[config.mk]
export PLATFORM = sky130hd
export DESIGN_NAME = cccp_lut_arbiter
export DESIGN_NICKNAME = d
export VERILOG_FILES = /design/src/rtl/cccp_lut_arbiter.sv
export SDC_FILE = /design/constraint.sdc
export NUM_CORES = 1
export LEC_CHECK = 0
export CAP_MARGIN = 20
export CORE_AREA = 2 2 175 177
export CTS_BUF_LIST = sky130_fd_sc_hd__clkbuf_16
export DETAILED_ROUTE_END_ITERATION = 7
export DIE_AREA = 0 0 177 179
export PLACE_DENSITY = 0.65
export RECOVER_POWER = 50
export SYNTH_ARGS = -nofsm -noshare
export SYNTH_HDL_FRONTEND = slang
export SYNTH_SLANG_ARGS = --single-unit
[constraint.sdc]
create_clock -name clk -period 5.4 [get_ports clk]
set_input_delay 0.81 -clock clk [delete_from_list [all_inputs] [get_ports clk]]
set_output_delay 0.81 -clock clk [all_outputs]
set_load 0.05 [all_outputs]
[src/rtl/cccp_lut_arbiter.sv]
// Two-requester arbiter for the CCCP LUT: register path (A) and learn path (B).
// Only one LUT read or write is in flight; every granted request ends in an ack pulse, with err set on timeout.
module cccp_lut_arbiter #(
    parameter int LPM_LUT_DEPTH_BITS = 4,
    parameter int NAME_LENTH         = 32,
    parameter int VN_LENTH           = 16,
    parameter int NUM_QUEUES         = 5,
    parameter int TIMEOUT            = 64
) (
    input  logic                                          clk,
    input  logic                                          reset,
    input  logic                                          a_req,
    input  logic                                          a_wr,
    input  logic [LPM_LUT_DEPTH_BITS-1:0]                 a_addr,
    input  logic [NAME_LENTH+VN_LENTH+NUM_QUEUES+32-1:0]  a_wdata,
    output logic                                          a_ack,
    output logic                                          a_err,
    input  logic                                          b_req,
    input  logic                                          b_wr,
    input  logic [LPM_LUT_DEPTH_BITS-1:0]                 b_addr,
    input  logic [NAME_LENTH+VN_LENTH+NUM_QUEUES+32-1:0]  b_wdata,
    output logic                                          b_ack,
    output logic                                          b_err,
    output logic [NAME_LENTH+VN_LENTH+NUM_QUEUES+32-1:0]  rdata,
    output logic [LPM_LUT_DEPTH_BITS-1:0]                 cccp_rd_addr,
    output logic                                          cccp_rd_req,
    input  logic [NAME_LENTH-1:0]                         cccp_rd_name,
    input  logic [VN_LENTH-1:0]                           cccp_rd_vn,
    input  logic [NUM_QUEUES-1:0]                         cccp_rd_oq,
    input  logic [31:0]                                   cccp_rd_next_hop_ip,
    input  logic                                          cccp_rd_ack,
    output logic [LPM_LUT_DEPTH_BITS-1:0]                 cccp_wr_addr,
    output logic                                          cccp_wr_req,
    output logic [NAME_LENTH-1:0]                         cccp_wr_name,
    output logic [VN_LENTH-1:0]                           cccp_wr_vn,
    output logic [NUM_QUEUES-1:0]                         cccp_wr_oq,
    output logic [31:0]                                   cccp_wr_next_hop_ip,
    input  logic                                          cccp_wr_ack,
    output logic [1:0]                                    o_state
);
    localparam int W = NAME_LENTH + VN_LENTH + NUM_QUEUES + 32;
    localparam logic [15:0] TO_LAST = 16'(TIMEOUT - 1);

    typedef enum logic [1:0] {S_IDLE = 2'd0, S_ISSUE = 2'd1, S_WAIT = 2'd2, S_DONE = 2'd3} state_t;

    state_t                          r_state;
    logic                            r_gnt_b;
    logic                            r_last_b;
    logic                            r_wr;
    logic [LPM_LUT_DEPTH_BITS-1:0]   r_addr;
    logic [W-1:0]                    r_wdata;
    logic [W-1:0]                    r_rdata;
    logic [15:0]                     r_cnt;
    logic                            r_rd_req;
    logic                            r_wr_req;
    logic                            r_a_ack;
    logic                            r_b_ack;
    logic                            r_a_err;
    logic                            r_b_err;

    logic                            w_grant_b;
    logic                            w_gnt_wr;
    logic                            w_match_ack;
    logic [15:0]                     w_cnt_inc;
    logic [W-1:0]                    w_rd_word;

    // With both requesting, B wins only if A was served last.
    assign w_grant_b   = b_req & (~a_req | ~r_last_b);
    assign w_gnt_wr    = w_grant_b ? b_wr : a_wr;
    assign w_match_ack = r_wr ? cccp_wr_ack : cccp_rd_ack;
    assign w_cnt_inc   = r_cnt + 16'd1;
    assign w_rd_word   = {cccp_rd_name, cccp_rd_vn, cccp_rd_oq, cccp_rd_next_hop_ip};

    always_ff @(posedge clk or negedge reset) begin
        if (!reset) begin
            r_state  <= S_IDLE;
            r_gnt_b  <= 1'b0;
            r_last_b <= 1'b1;
            r_wr     <= 1'b0;
            r_addr   <= '0;
            r_wdata  <= '0;
            r_rdata  <= '0;
            r_cnt    <= '0;
            r_rd_req <= 1'b0;
            r_wr_req <= 1'b0;
            r_a_ack  <= 1'b0;
            r_b_ack  <= 1'b0;
            r_a_err  <= 1'b0;
            r_b_err  <= 1'b0;
        end else begin
            r_rd_req <= 1'b0;
            r_wr_req <= 1'b0;
            r_a_ack  <= 1'b0;
            r_b_ack  <= 1'b0;
            r_a_err  <= 1'b0;
            r_b_err  <= 1'b0;
            case (r_state)
                S_IDLE: begin
                    if (a_req | b_req) begin
                        r_gnt_b  <= w_grant_b;
                        r_last_b <= w_grant_b;
                        r_wr     <= w_gnt_wr;
                        r_addr   <= w_grant_b ? b_addr : a_addr;
                        r_wdata  <= w_grant_b ? b_wdata : a_wdata;
                        r_rd_req <= ~w_gnt_wr;
                        r_wr_req <= w_gnt_wr;
                        r_state  <= S_ISSUE;
                    end
                end
                S_ISSUE: begin
                    r_cnt <= '0;
                    if (w_match_ack) begin
                        if (!r_wr) r_rdata <= w_rd_word;
                        r_a_ack <= ~r_gnt_b;
                        r_b_ack <= r_gnt_b;
                        r_state <= S_DONE;
                    end else begin
                        r_state <= S_WAIT;
                    end
                end
                S_WAIT: begin
                    if (w_match_ack) begin
                        if (!r_wr) r_rdata <= w_rd_word;
                        r_a_ack <= ~r_gnt_b;
                        r_b_ack <= r_gnt_b;
                        r_state <= S_DONE;
                    end else if (w_cnt_inc == TO_LAST) begin
                        // Timed out: ack with err, rdata left as it was.
                        r_a_ack <= ~r_gnt_b;
                        r_b_ack <= r_gnt_b;
                        r_a_err <= ~r_gnt_b;
                        r_b_err <= r_gnt_b;
                        r_state <= S_DONE;
                    end else begin
                        r_cnt <= w_cnt_inc;
                    end
                end
                S_DONE: begin
                    r_state <= S_IDLE;
                end
                default: r_state <= S_IDLE;
            endcase
        end
    end

    assign a_ack               = r_a_ack;
    assign b_ack               = r_b_ack;
    assign a_err               = r_a_err;
    assign b_err               = r_b_err;
    assign rdata               = r_rdata;
    assign cccp_rd_req         = r_rd_req;
    assign cccp_wr_req         = r_wr_req;
    assign cccp_rd_addr        = r_addr;
    assign cccp_wr_addr        = r_addr;
    assign {cccp_wr_name, cccp_wr_vn, cccp_wr_oq, cccp_wr_next_hop_ip} = r_wdata;
    assign o_state             = r_state;
endmodule
## After elaboration in Yosys (flattened, before gate mapping)

Index checks and enable logic that the tools add are counted.

| word-level totals | value |
|---|---|
| input port bits | 271 |
| output and inout port bits | 186 |
| logic and storage cells | 66 |
| flip-flop bits (word level) | 201 |

| operators by class | value |
|---|---|
| muxes and demuxes | 28 |
| bitwise gates (word level) | 8 |
| reductions and logical operators | 7 |
| equal/unequal tests | 8 |
| add/subtract/negate cells | 1 |

Operator list:

| operator | number |
|---|---|
| $mux W85 | 1 |
| $mux W16 | 2 |
| $pmux W16 S2 | 1 |
| $mux W1 | 17 |
| $add A16 B1 Y16 const B | 1 |
| $eq A16 B6 Y1 const B | 1 |
| $pmux W2 S4 | 1 |
| $mux W2 | 3 |
| $ne A2 B2 Y1 const B | 3 |
| $reduce_and A3 Y1 | 2 |
| $not A1 Y1 | 5 |
| $eq A2 B2 Y1 const B | 2 |
| $mux W4 | 1 |
| $pmux W1 S2 | 2 |
| $reduce_and A2 Y1 | 2 |
| $ne A3 B3 Y1 const B | 1 |
| $eq A2 B1 Y1 const B | 1 |
| $logic_not A2 Y1 | 1 |
| $or A1 B1 Y1 | 2 |
| $reduce_bool A2 Y1 | 1 |
| $reduce_or A2 Y1 | 1 |
| $and A1 B1 Y1 | 1 |

## Longest topological paths before layout

Gate-level depths: netlist of the first run.

| depth | value |
|---|---|
| word-level depth | 7 |
| gate-level depth with buffers | 9 |

## Worst setup path after synthesis of the first run

Ideal clock, no wire load.

| timing path | value |
|---|---|
| path type | register -> register |
| from | register r_state[0], in the netlist o_state[0] |
| to | register r_rdata[34], in the netlist rdata[34] |
| arrival | 2.322 ns |
| stages on the path, launching flop included | 7 |
| slack | 2.953 ns |
| data required time | 5.275 ns |
| cells stage by stage | dfrtp_1 -> inv_1 -> ha_1 -> nand3_1 -> clkbuf_1 -> clkbuf_1 -> mux2_2 |

| on the way | value |
|---|---|
| longest elaborated chain between the ends | 3 |
| elaborated cells between the ends (all ways) | 4 |

Ends and longest elaborated chain:

| element | RTL line | RTL |
|---|---|---|
| start: declaration | 46 | `state_t r_state;` |
| start signal: assignment | 76 | `r_state <= S_IDLE;` |
| start signal: assignment | 107 | `r_state <= S_ISSUE;` |
| start signal: assignment | 116 | `r_state <= S_DONE;` |
| $eq A2 B2 Y1 or $eq A2 B1 Y1 (tied branches) | 97 | `case (r_state)` |
| $reduce_or A2 Y1 (no line) * | -- |  |
| $reduce_and A3 Y1 (no line) * | -- |  |
| end signal: assignment | 113 | `if (!r_wr) r_rdata <= w_rd_word;` |
| end signal: assignment | 123 | `if (!r_wr) r_rdata <= w_rd_word;` |
| end: declaration | 52 | `logic [W-1:0] r_rdata;` |

Every way passes the cells marked *; elsewhere a longest branch is shown, timed or not.
A chain may end at the register's enable or synchronous reset.

==> results.ini, run 1 <==
[synth]
yosys.area.top_type=dfrtp_1
postSynthCellCount=758
yosys-top-cells-count=dfrtp_1, nand2_1, o21ai_0, mux2i_1, mux2_2
async_reset_ff_share_pct=100
yosys_most_used_dff=dfrtp_1
synth_most_common_cell=dfrtp_1
synth_area_per_cell_sq_um=11.7
synth_area_sq_um=8890
synth_edf_count=0
synth.area.top_cells=dfrtp_1, mux2i_1, mux2_2
synth_cell_types=58
yosys_warnings=0
yosysTopAreaCellShare_pct=56.3
synth_seq_cells=201
seq_area_frac_synth_pct=56.6
synth_fp_nets=1034

[route]
routedWlPerCell_um=18.0
drc=0
antenna_left=0
wl_um=28900
drtPass1Iterations=6
via_count=7294
vias_per_cell=4.53
drt_iter0_drc=273

[final_layout]
diodes=0
syn_to_final_growth_pct=64.1
finalInstanceArea_sq_um=14600
nNetsFinal=1472
drive_gt1_share_pct=11.9
fill_cells=2778

[pwr]
p_sw_uw=4580
p_leak_uw=0.00625
power.density_nw_per_um2=654
ir_drop_uv=343
p_seq_share_pct=27.1
p_sw_share_pct=47.9
power_uw=9550
intPower_uw=4970
combPwrFrac_pct=56.2
clkPwrFrac_pct=16.7

[floorplanning]
core_sq_um=30000
rows=64
die_h_um=179
initial_core_util_pct=29.6
fp.dieW_um=177
die_area_sq_um=31700
ios=457

[setup_path]
crit_path_end=r_cnt[10]$_DFFE_PN0P_
path_class=primary input to async pin
regToRegSetupSlack_ps=2640
r2r-start=o_state[0]$_DFFE_PN0P_
cpPeakStageDelay_ps=1850
crit_buf_inv=1
crit_cells=1
worst_ep_arrival_time_ps=2820
start_kind=primary input
slowest_stage=clkbuf_2
crit_path_start=reset
crit_chain=clkbuf_2
reg2reg_depth=5
endpoint_kind=async pin
r2r-end=rdata[79]$_DFFE_PN0P_
required_ps=5430
path_max_fanout=105
cp_top_family=buffers and inverters

[placed_design]
placed_cell_area_sq_um=13800
port-buffer-count=456
place_congestion=0.778
place_hpwl_um=21700

[worst_hold_path]
min_path_type=register to register

[outcome]
violations=capacitance limit, slew limit
status=finished with violations

[grt]
grt_pass1_wl_um=42200
antenna_found_initial=0
grt_remaining_overflow=0
grt_max_degree=161
grtUsageTotal_pct=17.2
grt_pass1_vias=7274

[timing]
rsz0062_at_grt=false
skew_ps=8.13
tns_ps=0
fin_crit_ps=2790
hold_viol=0
clock.fmax_ghz=0.358
slew_viol_final=105
worst_slew_pin_slew_ps=2770
timing.hold.ws_ps=474
fin_crit_sh_pct=51.7
finalSetupViolations=0
max-slew-margin-rel_pct=-84.7

[clock_tree]
clock_latency_ps=520
cts.sinks=201
cts_setup_buffers=0
cts_tree=done
postCtsHoldBufs=0
cts-htree-levels=1
clockBufferDepth=3
clk_pin_slew_ps=60
cts_made_buffers=26
post_cts_resized=0
cts_root_buffer=clkbuf_16

[flow_run]
cap_violations=1

[logic make-up (layout without fill, tap and decap cells)]
| family | count (synthesis) | in the layout | share of synthesized area (%) |
|---|---|---|---|
| flops | 201 | 201 | 56.6 |
| fa+ha+maj | 5 | 5 | 0.704 |
| buf+inv | 61 | 517 | 3.01 |
| xor+xnor | 4 | 4 | 0.394 |
| mux | 182 | 182 | 21.7 |
| simple gates | 170 | 170 | 8.82 |
| compound gates | 135 | 135 | 8.73 |
[sequential cells by signal, indices dropped and copies added, names as in the netlist]
signal and flops:
a_ack 1, a_err 1, b_ack 1, b_err 1, cccp_rd_addr 4, cccp_rd_req 1
cccp_wr_req 1, o_state 2, r_cnt 16, r_gnt_b 1, r_last_b 1, r_wdata 85
r_wr 1, rdata 85
[worst min-delay path by stage]
stage / cells after the start / from / endpoint
floorplan: 1 / r_gnt_b$_DFFE_PN0P_ / a_err$_DFF_PN0_
global placement: 2 / r_wdata[67]$_DFFE_PN0P_ / r_wdata[67]$_DFFE_PN0P_
detailed placement: 2 / r_wdata[40]$_DFFE_PN0P_ / r_wdata[40]$_DFFE_PN0P_
CTS: 1 / reset / rdata[79]$_DFFE_PN0P_
global route: 2 / r_wdata[65]$_DFFE_PN0P_ / r_wdata[65]$_DFFE_PN0P_
finish: 2 / r_wdata[29]$_DFFE_PN0P_ / r_wdata[29]$_DFFE_PN0P_
[cell usage in the layout (no fill, tap or decap), types with 2 or more instances in the layout]
master | netlist | routed
nand3b_1 | 5 | 5
a21oi_1 | 6 | 6
ha_1 | 5 | 5
inv_1 | 11 | 19
clkinv_1 | 0 | 4
mux2i_1 | 96 | 96
o21ai_1 | 5 | 5
a31oi_1 | 2 | 2
buf_12 | 0 | 3
clkdlybuf4s50_1 | 0 | 390
dlygate4sd3_1 | 0 | 65
nor3_2 | 2 | 2
mux2_2 | 85 | 85
nor2b_1 | 4 | 4
nand2_1 | 109 | 109
o31ai_1 | 2 | 2
nand4_1 | 5 | 5
clkinv_2 | 0 | 5
or3_2 | 2 | 2
o21ai_0 | 101 | 100
and3_1 | 2 | 2
clkbuf_16 | 0 | 27
dfrtp_1 | 200 | 200
and3_2 | 2 | 2
nand3_1 | 14 | 14
xnor2_1 | 4 | 4
and2_0 | 1 | 2
nand2b_1 | 2 | 2
nor2_1 | 13 | 13
[per-stage QoR]
stage               setup WS [ps]  util (%)  instances
floorplan                    2950         -        758
global placement             2220      46.1       1564
detailed placement           2210      46.1       1564
CTS                          2670      48.7       1610
global route                 2070      48.6       1610
finish                       2610      48.6       1610
[layout make-up]
| class | count | area (sq um) | share of cell area (%) |
|---|---|---|---|
| multi-input cells | 496 | 3610 | 24.8 |
| flip-flops and latches | 201 | 5030 | 34.5 |
| well taps | 396 | 495 | 3.40 |
| inverters | 11 | 41.3 | 0.283 |
| clock buffers | 27 | 676 | 4.63 |
| clock inverters | 19 | 108 | 0.737 |
| repair buffers | 460 | 4630 | 31.7 |
[power by group through the flow]
stage | Clock [uW] | Sequential (uW) | Combinational (uW)
2_1_floorplan | 0 | 4870 | 1220
3_3_place_gp | 0 | 2590 | 5470
3_5_place_dp | 0 | 2610 | 5500
4_1_cts | 1650 | 2600 | 5510
5_1_grt | 1720 | 2680 | 5640
6_report | 1600 | 2580 | 5370
[per-layer routing]
layer  track usage (%)  wire length (um)  vias to the layer above  share of wire (%)
met1              20.1             11200                     3465                 39
met3              5.26              2370                       40                8.2
met2              30.9             14900                      259                 52
li1                  -                 -                     3530                  -
met4              4.03               496                        0                1.7
met5                 0                 0                        -                  0
Note: power is estimated with default switching activity, not from simulation.
==> run 2, diff against run 1 <==
--- a/config.mk
+++ b/config.mk
@@ -6,10 +6,10 @@
 export NUM_CORES = 1
 export LEC_CHECK = 0
 export CAP_MARGIN = 20
-export CORE_AREA = 2 2 175 177
+export CORE_AREA = 2 2 176 178
 export CTS_BUF_LIST = sky130_fd_sc_hd__clkbuf_16
 export DETAILED_ROUTE_END_ITERATION = 7
-export DIE_AREA = 0 0 177 179
+export DIE_AREA = 0 0 178 180
 export PLACE_DENSITY = 0.65
 export RECOVER_POWER = 50
 export SYNTH_ARGS = -nofsm -noshare
==> constraint.sdc (replaced) <==
create_clock -name clk -period 2.6 [get_ports clk]
set_input_delay 0.39 -clock clk [delete_from_list [all_inputs] [get_ports clk]]
set_output_delay 0.39 -clock clk [all_outputs]
set_load 0.05 [all_outputs]
==> run 2 against run 1 <==
The flow now finishes without violations; hold slack barely moved; core utilization increased by 0.41 points; largest cell class unchanged; flip-flop and latch count did not move; design area increased by 1.4%; clock-buffer cell count is 2 lower; sequential share of layout area is 0.46 points lower; critical endpoint is now o_state[1]$_DFFE_PN0P_; critical path depth is 7 higher; clock skew decreased by 2.4 ps; global-route usage grew 0.13 points; die area is 1.1% higher.
==> results.ini, run 2 (synthesis results as in run 1) <==
[clock_tree]
cts.sinks=201  ; unchanged
clk_pin_slew_ps=60  ; about the same
cts_tree=done
cts_root_buffer=clkbuf_16
clock_latency_ps=510  ; about the same
cts-htree-levels=1  ; unchanged
cts_made_buffers=24  ; -7.7%
clockBufferDepth=3  ; unchanged

[timing]
fin_crit_ps=2430
rsz0062_at_grt=false
tns_ps=0  ; unchanged
max-slew-margin-rel_pct=16.8  ; +100 points
finalSetupViolations=0  ; unchanged
skew_ps=5.70  ; -2.44 ps
hold_viol=0  ; unchanged
slew_viol_final=0  ; -100%
clock.fmax_ghz=0.411
fin_crit_sh_pct=93.6
fin_ws_ps=167  ; -2440 ps
worst_slew_pin_slew_ps=1250  ; -1520 ps

[final_layout]
mostFrequentLayoutCell=clkdlybuf4s50_1
fin_cells=1627  ; +1.1%
fill_cells=2805  ; +0.97%
drive_gt1_share_pct=13.3  ; +1.5 points
syn_to_final_growth_pct=66.4
seq_area_sq_um=5030  ; about the same
nNetsFinal=1491  ; +1.3%
multi_input_area_sq_um=3610  ; unchanged
layout_common_cells=clkdlybuf4s50_1, dfrtp_1, nand2_1

[setup_path]
worst_ep_arrival_time_ps=2820  ; about the same
required_ps=2990  ; -2440 ps
path_class=register to register
regToRegSetupSlack_ps=170  ; -2470 ps
endpoint_kind=register
start_kind=register
path_max_fanout=7  ; -93%

[route]
drt_iter0_drc=307  ; +12%
routedWlPerCell_um=17.4  ; -2.9%
drc=0  ; unchanged
via_count=7324  ; +0.41%
antenna_left=0  ; unchanged
vias_per_cell=4.50  ; -0.64%
wl_um=28400  ; -1.9%
drtPass1Iterations=4  ; -2

[pwr]
combPwrFrac_pct=56.6  ; +0.4 points
clkPwrFrac_pct=17.0  ; +0.3 points
p_seq_share_pct=26.4  ; -0.7 points
p_sw_share_pct=46.9  ; -1.1 points
ir_drop_uv=580  ; +69%
power.density_nw_per_um2=1370  ; +110%
p_leak_uw=0.00627  ; +0.39%
intPower_uw=10800  ; +120%
power_uw=20300  ; +110%
p_sw_uw=9500  ; +110%

[floorplanning]
core_sq_um=30200  ; +0.53%
die_area_sq_um=32000  ; +1.1%
ios=457  ; unchanged
fp.dieW_um=178  ; +0.56%
rows=64  ; unchanged
initial_core_util_pct=29.4  ; -0.16 points
die_h_um=180  ; +0.56%

[grt]
antenna_found_initial=1  ; +1
grtUsageTotal_pct=17.4  ; +0.13 points
grt_pass1_wl_um=43200  ; +2.4%
grt_max_degree=89  ; -45%
grt_remaining_overflow=0  ; unchanged
grt_pass1_vias=7529  ; +3.5%

[placed_design]
port-buffer-count=456  ; unchanged
post-place-ws_ps=148  ; -2060 ps
placed_cells=1584  ; +1.3%
place_congestion=0.818  ; +5.2%
place_hpwl_um=21900  ; +1.1%

[outcome]
status=finished clean

[flow_run]
cap_violations=0  ; -1

[worst_hold_path]
min_path_type=register to register

[run 2: timing repair]
action | in CTS | in global routing
hold endpoints to repair | 42 | 0
setup buffers | 0 | 0
setup endpoints to repair | 0 | 6
gates resized for setup | 0 | 3
hold buffers | 1 | 0
[run 2: routing by layer]
metal | global-route usage, % | vias to the layer above | routed length (um)
met4 | 4.59 | 0 | 569
met3 | 4.55 | 35 | 2180
met2 | 30.9 | 274 | 14600
li1 | - | 3564 | -
met5 | 0 | - | 0
met1 | 20.5 | 3451 | 11000
[run 2: through the flow]
stage / hold slack, ps / util, % / cell area, sq um
6_report: 474 / 49.0 / 14800
5_1_grt: 470 / 49.0 / 14800
4_1_cts: 386 / 49.3 / 14900
3_5_place_dp: 366 / 46.6 / 14100
3_3_place_gp: 372 / 46.6 / 14100
2_1_floorplan: 94.4 / - / 8890
[run 2: power groups by stage]
stage	sequential, uW	combinational (uW)	clock, uW
after CTS	5360	11700	3570
after detailed placement	5380	11700	0
after global routing	5540	12000	3720
after floorplan	10100	2540	0
after global placement	5320	11600	0
final	5340	11500	3450
[run 2: area by class of cell]
class / count / share of cell area [%]
flip-flops and latches: 201 / 34.0
repair buffers: 481 / 32.4
multi-input cells: 496 / 24.4
clock buffers: 25 / 4.23
well taps: 396 / 3.35
clock inverters: 16 / 1.23
inverters: 11 / 0.279
diodes: 1 / 0.0169
[run 2: worst max-delay path: stages, from the launching register on]
cell and delay [ps]:
dfrtp_2 450, ha_1 250, nand3_1 140, nor3_2 80, or4_2 560, a22oi_2 190
a31oi_1 150, a21o_1 210, mux2_4 290
[run 2: worst paths after layout]
kind,start,cells past startpoint,endpoint
min,r_wdata[47]$_DFFE_PN0P_,2,r_wdata[47]$_DFFE_PN0P_
min in group asynchronous,reset,2,rdata[82]$_DFFE_PN0P_
max reg2reg,r_cnt[1]$_DFFE_PN0P_,8,o_state[1]$_DFFE_PN0P_
max,r_cnt[1]$_DFFE_PN0P_,8,o_state[1]$_DFFE_PN0P_
min reg2reg,r_wdata[47]$_DFFE_PN0P_,2,r_wdata[47]$_DFFE_PN0P_
max in group asynchronous,reset,3,rdata[66]$_DFFE_PN0P_
